## src/rtl/sargantana_icache_mem_ctrl.sv

```systemverilog
// Sequencing controller for the icache tag/data memory pair:
// lookups, refills, flush sweeps and per-way hit evaluation.
module sargantana_icache_mem_ctrl #(
  parameter int ICACHE_N_WAY = 4,
  parameter int ICACHE_DEPTH = 64,
  parameter int ADDR_WIDHT   = 6,
  parameter int TAG_WIDHT    = 20,
  parameter int WAY_WIDHT    = 256
) (
  input  logic                              clk_i,
  input  logic                              rst_i,
  input  logic                              lookup_valid_i,
  output logic                              lookup_ready_o,
  input  logic [ADDR_WIDHT-1:0]             lookup_addr_i,
  input  logic [TAG_WIDHT-1:0]              lookup_tag_i,
  output logic                              rsp_valid_o,
  output logic                              rsp_hit_o,
  output logic [ICACHE_N_WAY-1:0]           rsp_hit_way_o,
  input  logic                              refill_valid_i,
  output logic                              refill_ready_o,
  input  logic [ADDR_WIDHT-1:0]             refill_addr_i,
  input  logic [TAG_WIDHT-1:0]              refill_tag_i,
  input  logic [WAY_WIDHT-1:0]              refill_cline_i,
  output logic [ICACHE_N_WAY-1:0]           refill_way_o,
  input  logic                              flush_req_i,
  output logic                              flush_busy_o,
  output logic                              flush_done_o,
  output logic [ICACHE_N_WAY-1:0]           tag_req_o,
  output logic [ICACHE_N_WAY-1:0]           data_req_o,
  output logic                              tag_we_o,
  output logic                              data_we_o,
  output logic                              flush_en_o,
  output logic                              valid_bit_o,
  output logic [TAG_WIDHT-1:0]              tag_o,
  output logic [WAY_WIDHT-1:0]              cline_o,
  output logic [ADDR_WIDHT-1:0]             addr_o,
  input  logic [ICACHE_N_WAY*TAG_WIDHT-1:0] tag_way_i,
  input  logic [ICACHE_N_WAY-1:0]           valid_bit_i
);

  localparam int RRW = $clog2(ICACHE_N_WAY);

  typedef enum logic [1:0] {
    RESET_FLUSH,
    IDLE,
    FLUSH
  } state_t;

  state_t                 r_state;
  state_t                 w_next;
  logic [ADDR_WIDHT-1:0]  r_cnt;
  logic [RRW-1:0]         r_rr;
  logic                   r_rsp_valid;
  logic [TAG_WIDHT-1:0]   r_tag;
  logic                   w_sweep;
  logic                   w_last;
  logic                   w_lookup_fire;
  logic                   w_refill_fire;
  logic [ICACHE_N_WAY-1:0] w_hit_way;

  assign w_sweep = (r_state != IDLE);
  assign w_last  = (r_cnt == ADDR_WIDHT'(ICACHE_DEPTH-1));

  assign refill_way_o = ICACHE_N_WAY'(1) << r_rr;
  assign flush_busy_o = w_sweep;

  always_comb begin
    w_next         = r_state;
    lookup_ready_o = 1'b0;
    refill_ready_o = 1'b0;
    flush_done_o   = 1'b0;
    tag_req_o      = '0;
    data_req_o     = '0;
    tag_we_o       = 1'b0;
    data_we_o      = 1'b0;
    flush_en_o     = 1'b0;
    valid_bit_o    = 1'b0;
    tag_o          = '0;
    cline_o        = '0;
    addr_o         = '0;
    w_lookup_fire  = 1'b0;
    w_refill_fire  = 1'b0;
    if (!rst_i) begin
      unique case (r_state)
        RESET_FLUSH, FLUSH: begin
          tag_req_o  = '1;
          tag_we_o   = 1'b1;
          flush_en_o = 1'b1;
          addr_o     = r_cnt;
          if (w_last) begin
            flush_done_o = 1'b1;
            w_next       = IDLE;
          end
        end
        IDLE: begin
          if (flush_req_i) begin
            w_next = FLUSH;
          end else if (refill_valid_i) begin
            refill_ready_o = 1'b1;
            w_refill_fire  = 1'b1;
            tag_req_o      = refill_way_o;
            data_req_o     = refill_way_o;
            tag_we_o       = 1'b1;
            data_we_o      = 1'b1;
            valid_bit_o    = 1'b1;
            addr_o         = refill_addr_i;
            tag_o          = refill_tag_i;
            cline_o        = refill_cline_i;
          end else if (lookup_valid_i) begin
            lookup_ready_o = 1'b1;
            w_lookup_fire  = 1'b1;
            tag_req_o      = '1;
            data_req_o     = '1;
            addr_o         = lookup_addr_i;
          end
        end
        default: w_next = RESET_FLUSH;
      endcase
    end
  end

  always_ff @(posedge clk_i) begin
    if (rst_i) begin
      r_state     <= RESET_FLUSH;
      r_cnt       <= '0;
      r_rr        <= '0;
      r_rsp_valid <= 1'b0;
      r_tag       <= '0;
    end else begin
      r_state     <= w_next;
      r_rsp_valid <= w_lookup_fire;
      if (w_sweep) r_cnt <= w_last ? '0 : r_cnt + 1'b1;
      if (w_refill_fire) r_rr <= r_rr + 1'b1;
      if (w_lookup_fire) r_tag <= lookup_tag_i;
    end
  end

  // read data belongs to the lookup issued last cycle
  always_comb begin
    w_hit_way = '0;
    for (int w = 0; w < ICACHE_N_WAY; w++) begin
      w_hit_way[w] = r_rsp_valid & valid_bit_i[w] &
                     (tag_way_i[w*TAG_WIDHT +: TAG_WIDHT] == r_tag);
    end
  end

  assign rsp_valid_o   = r_rsp_valid;
  assign rsp_hit_way_o = w_hit_way;
  assign rsp_hit_o     = |w_hit_way;

endmodule

```

## config.mk

```make
export PLATFORM = sky130hd
export DESIGN_NAME = sargantana_icache_mem_ctrl
export DESIGN_NICKNAME = d
export VERILOG_FILES = /design/src/rtl/sargantana_icache_mem_ctrl.sv
export SDC_FILE = /design/constraint.sdc
export NUM_CORES = 1
export LEC_CHECK = 0
export BUFFER_PORTS_ARGS = -buffer_cell sky130_fd_sc_hd__clkbuf_2
export CELL_PAD_IN_SITES_DETAIL_PLACEMENT = 0
export CELL_PAD_IN_SITES_GLOBAL_PLACEMENT = 1
export CORE_AREA = 2 2 271 273
export CTS_BUF_LIST = sky130_fd_sc_hd__clkbuf_4 sky130_fd_sc_hd__clkbuf_8 sky130_fd_sc_hd__clkbuf_16
export DETAILED_ROUTE_END_ITERATION = 10
export DIE_AREA = 0 0 273 275
export PLACE_DENSITY = 0.43
export SYNTH_ARGS = -nofsm -noshare
export SYNTH_HDL_FRONTEND = slang
export SYNTH_SLANG_ARGS = --single-unit
export TNS_END_PERCENT = 20
```

## constraint.sdc

```tcl
create_clock -name clk_i -period 5.96 [get_ports clk_i]
set_clock_uncertainty 0.2 [all_clocks]
set_input_delay 0.894 -clock clk_i [delete_from_list [all_inputs] [get_ports clk_i]]
set_output_delay 0.894 -clock clk_i [all_outputs]
set_load 0.01 [all_outputs]
```

==> flow_summary.json, run 1 <==
{
  "crit_path_cell_trace": "buf_6, buf_4, and3_1, clkbuf_2",
  "track_usage_pct": 13.70,
  "syn_area_mm2": 0.004458,
  "crit_path_start_kind": "input port",
  "clock-sinks": 31,
  "drt_first_pass_iters": 4,
  "seq_area_frac_synth_pct": 13.92,
  "finalMaxSlewViolations": 0,
  "critPathMaxStageDelay_ns": 0.96,
  "rows": 99,
  "p_leak_uw": 0.005858,
  "status": "complete, no violations",
  "routed_via_density": 3.529,
  "cts_tree": "built",
  "ff2ff_setup_slack_ns": 3.45,
  "rsz0062_at_grt": "false",
  "peakVddDrop_mv": 0.08076,
  "cp_data_required_time_ns": 4.87,
  "max-cap-violations": 0,
  "nNetsFinal": 1685,
  "gp_congestion": 0.9382,
  "slowest_stage": "buf_4",
  "pin_count": 705,
  "grt_pass1_vias": 7547,
  "synth_fp_nets": 1057,
  "fp.dieH_um": 275,
  "cts_setup_buffers": 0,
  "drt_iter0_drc": 423,
  "hold_buffers": 0,
  "avgSynthCellArea_um2": 6.806,
  "async_flop_share_pct": 0,
  "clock_latency_ns": 0.28,
  "hp-class": "flip-flop to flip-flop",
  "grt_max_degree": 179,
  "synth_seq_cells": 31,
  "tns_ns": 0,
  "route.antenna.remaining_nets": 0,
  "wl_um": 55610,
  "worst_slew_pin_slew_ns": 1.140,
  "clockBufferDepth": 2,
  "root_buffer": "clkbuf_16",
  "hpwl_um": 49690,
  "fin_total_pwr_uw": 751.6,
  "die-area_mm2": 0.07508,
  "fp.dieW_um": 273,
  "finalSetupViolCount": 0,
  "area_delta_synth_final_pct": 102.6,
  "slew-limit-headroom_pct": 23.98,
  "io_buffers": 704,
  "clk_pin_slew_ns": 0.06,
  "synth-edff-count": 0,
  "clock.fmax_mhz": 231.1,
  "wl_per_cell_um": 24.69,
  "grt_overflow": 0,
  "hold_violations": 0,
  "vias": 7948,
  "antenna_found_initial": 50,
  "synth_cell_types": 29,
  "synthFlopType": "dfxtp_1",
  "drive_gt1_share_pct": 56.62,
  "fin_crit_ns": 4.326,
  "crit_buf_inv": 3,
  "endpoint_kind": "primary output",
  "path_class": "input port to primary output",
  "post-route-drc-count": 0,
  "yosysWarnings": 0,
  "cpLargestDelayFamily": "buffers and inverters",
  "cts-resized-gates": 0,
  "htreeDepth": 2,
  "post-route-period-util_pct": 72.59,
  "crit_arrival_ns": 3.23,
  "grt_pass1_wl_um": 70190,
  "start_util_pct": 6.163,
  "postSynthCellCount": 655,
  "critPathMaxFanout": 154,
  "core_mm2": 0.07234,
  "powerDensity_mw_per_mm2": 83.21,
  "cts_made_buffers": 5
}
path summary, 6_finish.rpt:
| check | start | to | cells past startpoint |
|---|---|---|---|
| setup / recovery | refill_valid_i | cline_o[212] | 4 |
| hold / removal | r_state[1] | r_state[1] | 2 |
| setup reg to reg | r_state[0] | r_rr[0] | 5 |
| hold reg to reg | r_state[1] | r_state[1] | 2 |
per-layer routing:
metal	routed length (um)	GRT usage [%]	part of all wire (%)
met5	73	0	0.13
met4	940	1.826	1.7
met3	5670	5.490	10
met2	26280	23.89	47
met1	22650	16.11	41
worst reg2reg max path, cell delays in order, from the launching register on:
cell and delay, ns:
dfxtp_1 0.38, or3b_1 0.56, nor2_8 0.37, and2_1 0.62
xnor2_1 0.21, nor2_1 0.05
cell families after synthesis:
family | count (synthesis) | synth area share (%)
AOI/OAI and AO/OA | 16 | 2.245
xor gates and xnor gates | 86 | 16.90
adders and majority gates | 5 | 1.403
buffers and inverters | 100 | 10.53
DFF | 31 | 13.92
and+or+nand+nor | 417 | 55.01
stage by stage:
step	instances	hold WS, ns	setup WS [ns]	utilization, %	instance area [um^2]
2_1_floorplan	655	0.2672	2.722	-	4458
3_3_place_gp	2235	0.2809	1.751	12.21	8836
3_5_place_dp	2235	0.2955	1.771	12.21	8836
4_1_cts	2243	0.3054	1.766	12.46	9010
5_1_grt	2244	0.3418	1.493	12.46	9012
6_report	2252	0.3054	1.634	12.49	9032
report_power, final:
part / internal, uW / switching, uW / total [uW]
sequential: 209 / 2.75 / 212
clock: 208 / 95.6 / 303
combinational: 120 / 117 / 236
cells in the final DEF (no fill, tap or decap), types with 2 or more instances in the layout:
master / Yosys / routed
clkbuf_2: 24 / 703
inv_1: 5 / 5
a21oi_1: 8 / 8
or2_2: 2 / 2
nand3_1: 2 / 2
ha_1: 5 / 5
nand4_1: 19 / 19
a22oi_1: 6 / 6
dfxtp_1: 31 / 31
buf_4: 11 / 10
nor4_1: 12 / 12
diode_2: 0 / 9
clkbuf_16: 0 / 5
xnor2_1: 50 / 50
xor2_1: 36 / 36
nor2_1: 21 / 21
nand2_1: 57 / 57
and3_1: 277 / 277
nand3b_1: 20 / 20
sequential cells by signal, indices dropped and copies added, names as in the netlist:
| signal | cells |
|---|---|
| r_tag | 20 |
| rsp_valid_o | 1 |
| r_state | 2 |
| r_cnt | 6 |
| r_rr | 2 |
cell type report:
cell class / instances / area (um^2)
fillers: 8651 / 63310
repair buffers: 715 / 3625
multi-input cells: 524 / 3368
well taps: 959 / 1200
flip-flops and latches: 31 / 620.6
clock buffers: 6 / 138.9
clock inverters: 2 / 35.03
inverters: 6 / 22.52
diodes: 9 / 22.52
synth_stat cells, types with 6 or more instances:
| library cell | n | share of area (%) |
|---|---|---|
| a21oi_1 | 8 | 0.90 |
| buf_4 | 11 | 1.9 |
| and3_1 | 277 | 39 |
| a22oi_1 | 6 | 1.0 |
| clkbuf_2 | 24 | 2.7 |
| nand3b_1 | 20 | 3.4 |
| nand2_1 | 57 | 4.8 |
| clkbuf_1 | 41 | 3.5 |
| dfxtp_1 | 31 | 14 |
| nand4_1 | 19 | 2.7 |
| buf_2 | 18 | 2.0 |
| nor2_1 | 21 | 1.8 |
| xor2_1 | 36 | 7.1 |
| nor4_1 | 12 | 1.7 |
| xnor2_1 | 50 | 9.8 |
No activity file was read; power rests on OpenSTA's default activity.
==> inputs of run 2 (changes only) <==
ABC_AREA = 1   (was unset)
CORE_AREA = 2 2 277 279   (was 2 2 271 273)
DIE_AREA = 0 0 279 281   (was 0 0 273 275)
PLACE_DENSITY = 0.47   (was 0.43)
clock period = 3.5 ns   (was 5.96 ns; I/O delays follow)
==> flow_summary.json, run 2 <==
{
  "status": "complete, no violations",
  "crit_arrival_ns": 2.31,
  "grt_pass1_wl_um": 70900,
  "route.antenna.remaining_nets": 0,
  "fin_crit_ns": 3.040,
  "hp-start": "lookup_tag_i[9]",
  "vias": 8775,
  "worstReg2RegEnd": "r_tag[6]",
  "crit_path_start_kind": "flip-flop",
  "slew-limit-headroom_pct": 56.05,
  "final_common_cell": "clkbuf_2",
  "track_usage_pct": 13.41,
  "cts_made_buffers": 5,
  "wl_per_cell_um": 19.75,
  "async_flop_share_pct": 0,
  "seq_area_frac_synth_pct": 11.92,
  "cts_tree": "built",
  "post-route-period-util_pct": 86.85,
  "avgSynthCellArea_um2": 4.598,
  "synth_fp_nets": 1534,
  "syn_area_mm2": 0.005205,
  "clock-sinks": 31,
  "largest_reg_flops": 20,
  "start_util_pct": 6.899,
  "rsz0062_at_grt": "false",
  "antenna_found_initial": 38,
  "path_common_cell": "nor2_8",
  "synth_most_common_cell": "inv_1",
  "powerDensity_mw_per_mm2": 129.2,
  "synthTopCellsByCount": "inv_1, nor2_1, nand2_1, o21ai_0, dfxtp_1",
  "crit_path_cell_trace": "inv_2, nor2_8, inv_4, nor2_8, nand2_4, nor2_8, inv_8, buf_12, nor2_1, clkbuf_2",
  "die-area_mm2": 0.07840,
  "hpwl_um": 51530,
  "yosysWarnings": 0,
  "dp.cells": 2782,
  "wl_um": 55210,
  "place_area_mm2": 0.009789,
  "fp.dieH_um": 281,
  "final_cell_mix": "clkbuf_2, inv_1, nor2_1, nand2_1, o21ai_0",
  "slowest_stage": "dfxtp_1",
  "grt_pass1_vias": 8655,
  "root_buffer": "clkbuf_16",
  "max-cap-violations": 0,
  "utilization_pct": 13.19,
  "finalMaxSlewViolations": 0,
  "rr_worst_depth": 10,
  "synthFlopType": "dfxtp_1",
  "synth_seq_cells": 31,
  "fin_area_mm2": 0.009948,
  "clockBufferDepth": 2,
  "area_delta_synth_final_pct": 91.13,
  "hold_depth": 3,
  "ys_top_cells_by_area": "inv_1, nor2_1, nand2_1",
  "peakVddDrop_mv": 0.1514,
  "pin_count": 705,
  "worstHoldEndpoint": "r_tag[9]",
  "rows": 101,
  "endpoint_kind": "primary output",
  "top_register": "r_tag",
  "cp_data_required_time_ns": 2.77,
  "critPathMaxFanout": 88,
  "synth_cell_types": 27,
  "hp-class": "input port to flip-flop",
  "ff2ff_setup_slack_ns": 1.14,
  "p_leak_uw": 0.006978,
  "grt_overflow": 0,
  "reg.largest.list": "r_tag: 20 flops, r_cnt: 6 flops",
  "drt_iter0_drc": 281,
  "fp.dieW_um": 279,
  "grt_max_degree": 89,
  "clk_pin_slew_ns": 0.06,
  "hold_violations": 0,
  "critPathMaxStageDelay_ns": 0.33,
  "hold_buffers": 0,
  "worst_slew_pin_slew_ns": 0.6592,
  "finalSetupViolCount": 0,
  "yosys.area.top_type": "inv_1",
  "postSynthCellCount": 1132,
  "core_mm2": 0.07544,
  "clock_latency_ns": 0.29,
  "drt_first_pass_iters": 4,
  "fin_total_pwr_uw": 1286,
  "drive_gt1_share_pct": 40.92,
  "tns_ns": 0,
  "cts_setup_buffers": 0,
  "clock.fmax_mhz": 329.0,
  "routed_via_density": 3.140,
  "synth-edff-count": 0,
  "cts-resized-gates": 0,
  "post-route-drc-count": 0,
  "r2r-start": "r_state[0]",
  "htreeDepth": 2,
  "io_buffers": 704,
  "synth_top_area_share_pct": 26.61,
  "finalNonFillerCells": 2795,
  "nNetsFinal": 2213,
  "gp_congestion": 0.8370,
  "path_class": "flip-flop to primary output"
}
run 2: worst max path at each step:
stage               startpoint           end
global placement         rst_i  cline_o[212]
floorplan                rst_i     tag_o[10]
finish              r_state[0]   cline_o[67]
CTS                 r_state[0]  cline_o[187]
global route        r_state[0]      tag_o[4]
detailed placement       rst_i  cline_o[187]
run 2: critical path, delay by kind of cell (launching register included):
kind          cells  cell delay (ns)
flops             1             0.33
buf+inv           5             0.81
simple gates      5             0.71
run 2: power breakdown:
| part | switching (uW) | leakage [uW] | total (uW) | internal, uW |
|---|---|---|---|---|
| combinational | 240 | 0.00665 | 462 | 222 |
| sequential | 4.09 | 0.000250 | 360 | 356 |
| clock | 186 | 0.0000728 | 464 | 278 |
run 2: layer usage:
metal	global-route usage, %	vias to the layer above	routed length (um)
met3	7.740	65	7182
met1	14.91	3765	21900
met4	3.570	22	1524
li1	-	4466	-
met2	21.80	457	24460
met5	0	-	144
run 2: per-stage QoR:
stage          setup slack, ns  hold slack [ns]
2_1_floorplan            1.090           0.2903
3_3_place_gp            0.5295           0.3311
3_5_place_dp            0.4996           0.3294
4_1_cts                 0.3902           0.2972
5_1_grt                 0.3083           0.3221
6_report                0.4602           0.3122
run 2: cell families after synthesis:
logic type               share of synthesized area (%)
AND/OR/NAND/NOR                                  45.60
XOR/XNOR                                         1.515
AO/OA/AOI/OAI                                    7.524
flip-flops                                       11.92
buffers and inverters                            32.24
adder cells (fa/ha/maj)                          1.202
run 2: final cells by class:
cell class              instances  area (um^2)
diodes                          6        15.01
clock buffers                   6        138.9
clock inverters                 1        5.005
fillers                      9170        65500
inverters                     373         1410
multi-input cells             687         2907
flip-flops and latches         31        620.6
well taps                     978         1224
repair buffers                713         3628
